### src/rtl/adc_scan_scheduler_if.sv
// adc_scan_scheduler_if: host control, ADC handshake and result read port of the scan scheduler.
interface adc_scan_scheduler_if #(
  parameter int NUM_CH = 8,
  parameter int RES_W = 12
);
  logic start;
  logic continuous;
  logic stop;
  logic [NUM_CH-1:0] ch_mask;
  logic adc_valid;
  logic [RES_W-1:0] adc_result;
  logic [$clog2(NUM_CH)-1:0] chan;
  logic busy;
  logic done;
  logic [NUM_CH-1:0] ch_valid;
  logic [$clog2(NUM_CH)-1:0] rd_addr;
  logic [RES_W-1:0] rd_data;
  logic [7:0] pass_count;
  modport slave (
    input start, continuous, stop, ch_mask, adc_valid, adc_result, rd_addr,
    output chan, busy, done, ch_valid, rd_data, pass_count
  );
  modport master (
    output start, continuous, stop, ch_mask, adc_valid, adc_result, rd_addr,
    input chan, busy, done, ch_valid, rd_data, pass_count
  );
endinterface

### src/rtl/adc_scan_scheduler.sv
// adc_scan_scheduler: LTC2308 multi-channel scan sequencer with per-channel result registers.
// Define ADC_SCAN_AVG4_EN to hold each channel for four frames and store the 4-sample average.
module adc_scan_scheduler #(
  parameter int NUM_CH = 8,
  parameter int RES_W = 12
) (
  input logic clk,
  input logic reset,
  adc_scan_scheduler_if.slave bus
);
  typedef enum logic [1:0] {IDLE, PRIME, SCAN, DRAIN} state_t;
  state_t state, state_d;
  logic [NUM_CH-1:0] mask_q, chv;
  logic [RES_W-1:0] res [NUM_CH];
  logic [RES_W-1:0] wr_val;
  logic [2:0] ch, pend, lo, hi, nxt;
  logic [7:0] pc;
  logic cont_q, stop_q, done_q;
  logic take, issue, drain_v, acc_en, hold, wr, wr_now, last_issue;
  always_comb begin
    lo = '0;
    hi = '0;
    nxt = ch;
    for (int i = NUM_CH - 1; i >= 0; i--) if (bus.ch_mask[i]) lo = 3'(i);
    for (int i = 0; i < NUM_CH; i++) if (mask_q[i]) hi = 3'(i);
    for (int i = NUM_CH - 1; i >= 1; i--) if (mask_q[3'(ch + 3'(i))]) nxt = 3'(ch + 3'(i));
    take = state == IDLE && bus.start && bus.ch_mask != '0;
    issue = bus.adc_valid && (state == PRIME || state == SCAN);
    drain_v = bus.adc_valid && state == DRAIN;
    acc_en = bus.adc_valid && (state == SCAN || state == DRAIN);
    hold = last_issue && ch == hi && (!cont_q || stop_q || bus.stop);
    wr = acc_en && wr_now;
    state_d = take ? PRIME : issue ? (hold ? DRAIN : SCAN) : drain_v ? IDLE : state;
  end
`ifdef ADC_SCAN_AVG4_EN
  logic [1:0] icnt;
  logic [RES_W+1:0] acc, sum;
  assign sum = acc + (RES_W + 2)'(bus.adc_result);
  assign last_issue = icnt == 2'd3;
  assign wr_now = icnt == 2'd0;
  assign wr_val = sum[RES_W+1:2];
  // Results lag issues by one frame, so a wrapped issue count marks the fourth sample.
  always_ff @(posedge clk)
    if (reset || take) begin
      icnt <= '0;
      acc <= '0;
    end else begin
      if (issue) icnt <= icnt + 2'd1;
      if (acc_en) acc <= wr_now ? '0 : sum;
    end
`else
  assign last_issue = 1'b1;
  assign wr_now = 1'b1;
  assign wr_val = bus.adc_result;
`endif
  always_ff @(posedge clk)
    if (reset) state <= IDLE;
    else state <= state_d;
  always_ff @(posedge clk)
    if (reset) begin
      ch <= '0;
      pend <= '0;
      mask_q <= '0;
      cont_q <= 1'b0;
      stop_q <= 1'b0;
      done_q <= 1'b0;
      chv <= '0;
      pc <= '0;
      for (int i = 0; i < NUM_CH; i++) res[i] <= '0;
    end else begin
      done_q <= (state == IDLE && bus.start && bus.ch_mask == '0) || drain_v;
      if (take) begin
        mask_q <= bus.ch_mask;
        cont_q <= bus.continuous;
        stop_q <= 1'b0;
        chv <= '0;
        ch <= lo;
      end else if (state != IDLE && bus.stop) stop_q <= 1'b1;
      if (issue || drain_v) pend <= ch;
      if (issue && last_issue && !hold) ch <= nxt;
      if (wr) begin
        res[pend] <= wr_val;
        chv[pend] <= 1'b1;
        if (pend == hi) pc <= pc + 8'd1;
      end
    end
  assign bus.chan = ch;
  assign bus.busy = state != IDLE;
  assign bus.done = done_q;
  assign bus.ch_valid = chv;
  assign bus.rd_data = res[bus.rd_addr];
  assign bus.pass_count = pc;
endmodule

### src/flat_wrapper.sv
// flat-port wrapper written by rule: the top's interface ports become plain ports
module adc_scan_scheduler_flat 
#(
  parameter int NUM_CH = 8,
  parameter int RES_W = 12
)
  (clk, reset, bus_start, bus_continuous, bus_stop, bus_ch_mask, bus_adc_valid, bus_adc_result, bus_rd_addr, bus_chan, bus_busy, bus_done, bus_ch_valid, bus_rd_data, bus_pass_count);
  adc_scan_scheduler_if #(.NUM_CH(NUM_CH), .RES_W(RES_W)) bus_i ();
  input logic clk;
  input logic reset;
  input wire logic [$bits(bus_i.start)-1:0] bus_start;
  input wire logic [$bits(bus_i.continuous)-1:0] bus_continuous;
  input wire logic [$bits(bus_i.stop)-1:0] bus_stop;
  input wire logic [$bits(bus_i.ch_mask)-1:0] bus_ch_mask;
  input wire logic [$bits(bus_i.adc_valid)-1:0] bus_adc_valid;
  input wire logic [$bits(bus_i.adc_result)-1:0] bus_adc_result;
  input wire logic [$bits(bus_i.rd_addr)-1:0] bus_rd_addr;
  output wire logic [$bits(bus_i.chan)-1:0] bus_chan;
  output wire logic [$bits(bus_i.busy)-1:0] bus_busy;
  output wire logic [$bits(bus_i.done)-1:0] bus_done;
  output wire logic [$bits(bus_i.ch_valid)-1:0] bus_ch_valid;
  output wire logic [$bits(bus_i.rd_data)-1:0] bus_rd_data;
  output wire logic [$bits(bus_i.pass_count)-1:0] bus_pass_count;
  assign bus_i.start = bus_start;
  assign bus_i.continuous = bus_continuous;
  assign bus_i.stop = bus_stop;
  assign bus_i.ch_mask = bus_ch_mask;
  assign bus_i.adc_valid = bus_adc_valid;
  assign bus_i.adc_result = bus_adc_result;
  assign bus_i.rd_addr = bus_rd_addr;
  assign bus_chan = bus_i.chan;
  assign bus_busy = bus_i.busy;
  assign bus_done = bus_i.done;
  assign bus_ch_valid = bus_i.ch_valid;
  assign bus_rd_data = bus_i.rd_data;
  assign bus_pass_count = bus_i.pass_count;
  adc_scan_scheduler #(.NUM_CH(NUM_CH), .RES_W(RES_W)) u_core (.clk(clk), .reset(reset), .bus(bus_i));
endmodule
### config.mk
export PLATFORM = sky130hd
export DESIGN_NAME = adc_scan_scheduler_flat
export DESIGN_NICKNAME = d
export VERILOG_FILES = /design/src/rtl/adc_scan_scheduler_if.sv /design/src/rtl/adc_scan_scheduler.sv /design/src/flat_wrapper.sv
export SDC_FILE = /design/constraint.sdc
export NUM_CORES = 1
export LEC_CHECK = 0
export ABC_CLOCK_PERIOD_IN_PS = 4300
export CAP_MARGIN = 20
export CORE_MARGIN = 3
export CORE_UTILIZATION = 35
export CTS_BUF_LIST = sky130_fd_sc_hd__clkbuf_8
export CTS_CLUSTER_DIAMETER = 80
export DETAILED_ROUTE_END_ITERATION = 12
export PLACE_DENSITY = 0.5
export SKIP_CTS_REPAIR_TIMING = 1
export SYNTH_ARGS = -nofsm -noshare
export SYNTH_HDL_FRONTEND = slang
export SYNTH_SLANG_ARGS = --single-unit
export TNS_END_PERCENT = 50
### constraint.sdc
create_clock -name clk -period 4.3 [get_ports clk]
set_clock_uncertainty 0.2 [all_clocks]
set_input_delay 0.86 -clock clk [delete_from_list [all_inputs] [get_ports clk]]
set_output_delay 0.86 -clock clk [all_outputs]
set_load 0.01 [all_outputs]
==> results_dict.tcl <==
set metrics [dict create \
    synth_warnings 0 \
    dr.first_iter.drc_count 258 \
    die_w_um 145 \
    cts_tree "done" \
    min_to "u_core.bus.ch_valid[3]" \
    syn_nets 563 \
    synthFlopType "edfxtp_1" \
    antenna_found_initial 0 \
    dr.pass1.iters 4 \
    timing.final.ws_setup_ns 0.438 \
    r2r_end "u_core.bus.chan[2]" \
    synth_cell_types 58 \
    placed_cells 837 \
    cts_root_buf "clkbuf_8" \
    rsz0062_at_grt "false" \
    use_met1_pct 22.1 \
    max_cap_violations 0 \
    grt_busiest_layer "met2" \
    port_buffers 61 \
    critPathLaunchType "input port" \
    min_path_type "register to register" \
    hold_violations 0 \
    clk_pin_slew_ns 0.07 \
    synth_area_sq_um 6750 \
    cp-end-kind "primary output" \
    r2r_slack_ns 0.89 \
    wl_per_cell_um 18.8 \
    cp_data_arrival_time_ns 2.80 \
    finalSetupTns_ns 0 \
    max_freq_ghz 0.259 \
    core_sq_um 18800 \
    grt_pass1_wl_mm 26.5 \
    worst_r2r_path_depth 9 \
    holdCritStartpoint "u_core.bus.ch_valid[3]" \
    syn_avg_cell_area_sq_um 12.8 \
    wl_mm 16.3 \
    timing.slew.headroom_pct 42.4 \
    syn_to_final_growth_pct 18.5 \
    drive_gt1_share_pct 18.2 \
    grt_max_degree 30 \
    layout.nets 631 \
    grt_pass1_vias 4659 \
    finalCriticalPeriod_ns 3.86 \
    die-area_sq_um 21000 \
    cp_max_fo 24 \
    async_reset_ff_share_pct 0 \
    track_usage_pct 16.4 \
    clkLatencyLatePin_ns 0.45 \
    overflow 0 \
    finalCritPeriodShare_pct 89.8 \
    max-vdd-ir-drop_mv 0.189 \
    synth_edf_count 96 \
    ant_nets 0 \
    stdcell_count 869 \
    leakagePower_uw 0.00295 \
    dieHeight_um 145 \
    diodes 0 \
    post-dp-hpwl_mm 11.1 \
    worstPathRequired_ns 3.24 \
    setup_viol_count_final 0 \
    drc 0 \
    preCtsSetupSlack_ns 0.421 \
    grt_util_met3_pct 3.78 \
    r2r-start "u_core.bus.chan[1]" \
    finalMaxSlewViolations 0 \
    vias_per_cell 5.04 \
    gp_congestion 0.804 \
    worstSetupPathType "input port to primary output" \
    gr-usage-met2_pct 26.3 \
    min_path_cells 1 \
    yosysSeqAreaShare_pct 53.1 \
    ys_ff_latch 131 \
    power_density_nw_per_um2 381 \
    clk_path_buf_depth 2 \
    outcome "completed" \
    worstMarginPinSlew_ns 0.862 \
    clock_sinks 131 \
    htreeDepth 4 \
    initial_utilization_pct 35.9 \
    numCtsBuffers 17 \
    synth_cells 528 \
    rows 50 \
    finalPower_uw 3050 \
    num_vias 4379 \
    ios 62 \
]
==> power breakdown <==
| part | internal (uW) | total [uW] | switching, uW |
|---|---|---|---|
| combinational | 247 | 528 | 282 |
| sequential | 1400 | 1430 | 36.4 |
| clock | 576 | 1090 | 514 |
==> cell usage in the layout (no fill, tap or decap), types with 15 or more instances in the layout <==
| cell | instances |
|---|---|
| a21oi_1 | 20 |
| buf_4 | 18 |
| clkdlybuf4s50_1 | 60 |
| nand2_1 | 17 |
| edfxtp_1 | 96 |
| mux2_2 | 18 |
| and2_1 | 96 |
| mux2i_1 | 19 |
| inv_1 | 15 |
| mux4_2 | 28 |
| nor2_1 | 40 |
| dfxtp_1 | 35 |
| clkbuf_8 | 17 |
==> state kept, by name (all words and copies together), names as in the netlist <==
name / flops
u_core.stop_q: 1
u_core.bus.ch_valid: 8
u_core.pend: 3
u_core.cont_q: 1
u_core.mask_q: 8
u_core.state: 2
u_core.bus.done: 1
u_core.bus.chan: 3
u_core.bus.pass_count: 8
u_core.res: 96
==> synthesized netlist by cell type, types with 2 or more instances <==
library cell	count	area, sq um
a21boi_0	2	15.0
ha_1	6	75.1
a21o_1	10	75.1
nand2_1	17	63.8
a31oi_1	2	12.5
o22ai_1	3	18.8
a22oi_1	2	15.0
buf_6	3	33.8
dfxtp_1	35	701
or3_1	2	12.5
mux2i_1	19	190
inv_1	15	56.3
a221oi_1	3	26.3
mux4_1	4	105
edfxtp_1	96	2880
and2_1	96	601
nor3_1	10	50.1
nor3b_1	4	30.0
a21oi_1	20	100
bufbuf_16	3	97.6
or2_2	6	37.5
buf_1	3	11.3
a211oi_1	3	22.5
mux2_2	18	203
xnor2_1	8	70.1
o21ai_0	11	55.1
o211ai_1	3	22.5
nand3_1	6	30.0
clkbuf_1	19	71.3
mux4_2	28	631
xor2_1	3	26.3
nor4_1	2	12.5
o41ai_1	2	17.5
nor2_1	40	150
==> critical path: stages <==
cell and delay, ns:
clkdlybuf4s50_1 0.46, buf_4 0.32, mux4_2 0.36, mux2_2 0.31, clkdlybuf4s50_1 0.48
==> worst max path at each step <==
stage | from | end | slack [ns] | depth (start not counted)
floorplan | bus_rd_addr[0] | bus_rd_data[0] | 0.69 | 4
finish | bus_rd_addr[1] | bus_rd_data[1] | 0.44 | 5
detailed placement | bus_rd_addr[1] | bus_rd_data[1] | 0.42 | 5
global placement | bus_rd_addr[1] | bus_rd_data[1] | 0.45 | 5
CTS | bus_rd_addr[1] | bus_rd_data[1] | 0.42 | 5
global route | bus_rd_addr[1] | bus_rd_data[3] | 0.36 | 5
==> routing by layer <==
metal	wire length (um)	up-vias	share of wire, %
li1	-	2077	-
met3	653	23	4.0
met2	7720	103	47
met4	278	0	1.7
met1	7680	2176	47
met5	0	-	0
==> cell families after synthesis <==
kind of cell / count (synthesis) / synth area share, %
simple gates: 191 / 15.8
buf+inv: 47 / 4.63
fa+ha+maj: 6 / 1.11
compound gates: 72 / 7.02
mux: 70 / 16.9
xor+xnor: 11 / 1.43
flops: 131 / 53.1
==> cell type report <==
| class | count | area (sq um) |
|---|---|---|
| clock buffers | 17 | 234 |
| clock inverters | 15 | 183 |
| fillers | 1755 | 10800 |
| inverters | 16 | 60.1 |
| multi-input cells | 350 | 2860 |
| flip-flops and latches | 131 | 3580 |
| well taps | 260 | 325 |
| repair buffers | 80 | 761 |
==> per-stage QoR <==
step                hold WS, ns  utilization, %  instance area [sq um]
CTS                       0.260            42.5                   8000
global placement          0.237            40.3                   7590
detailed placement        0.242            40.3                   7590
finish                    0.256            42.5                   8000
floorplan                 0.261               -                   6750
global route              0.284            42.5                   8000
(Power assumes the default switching activity.)
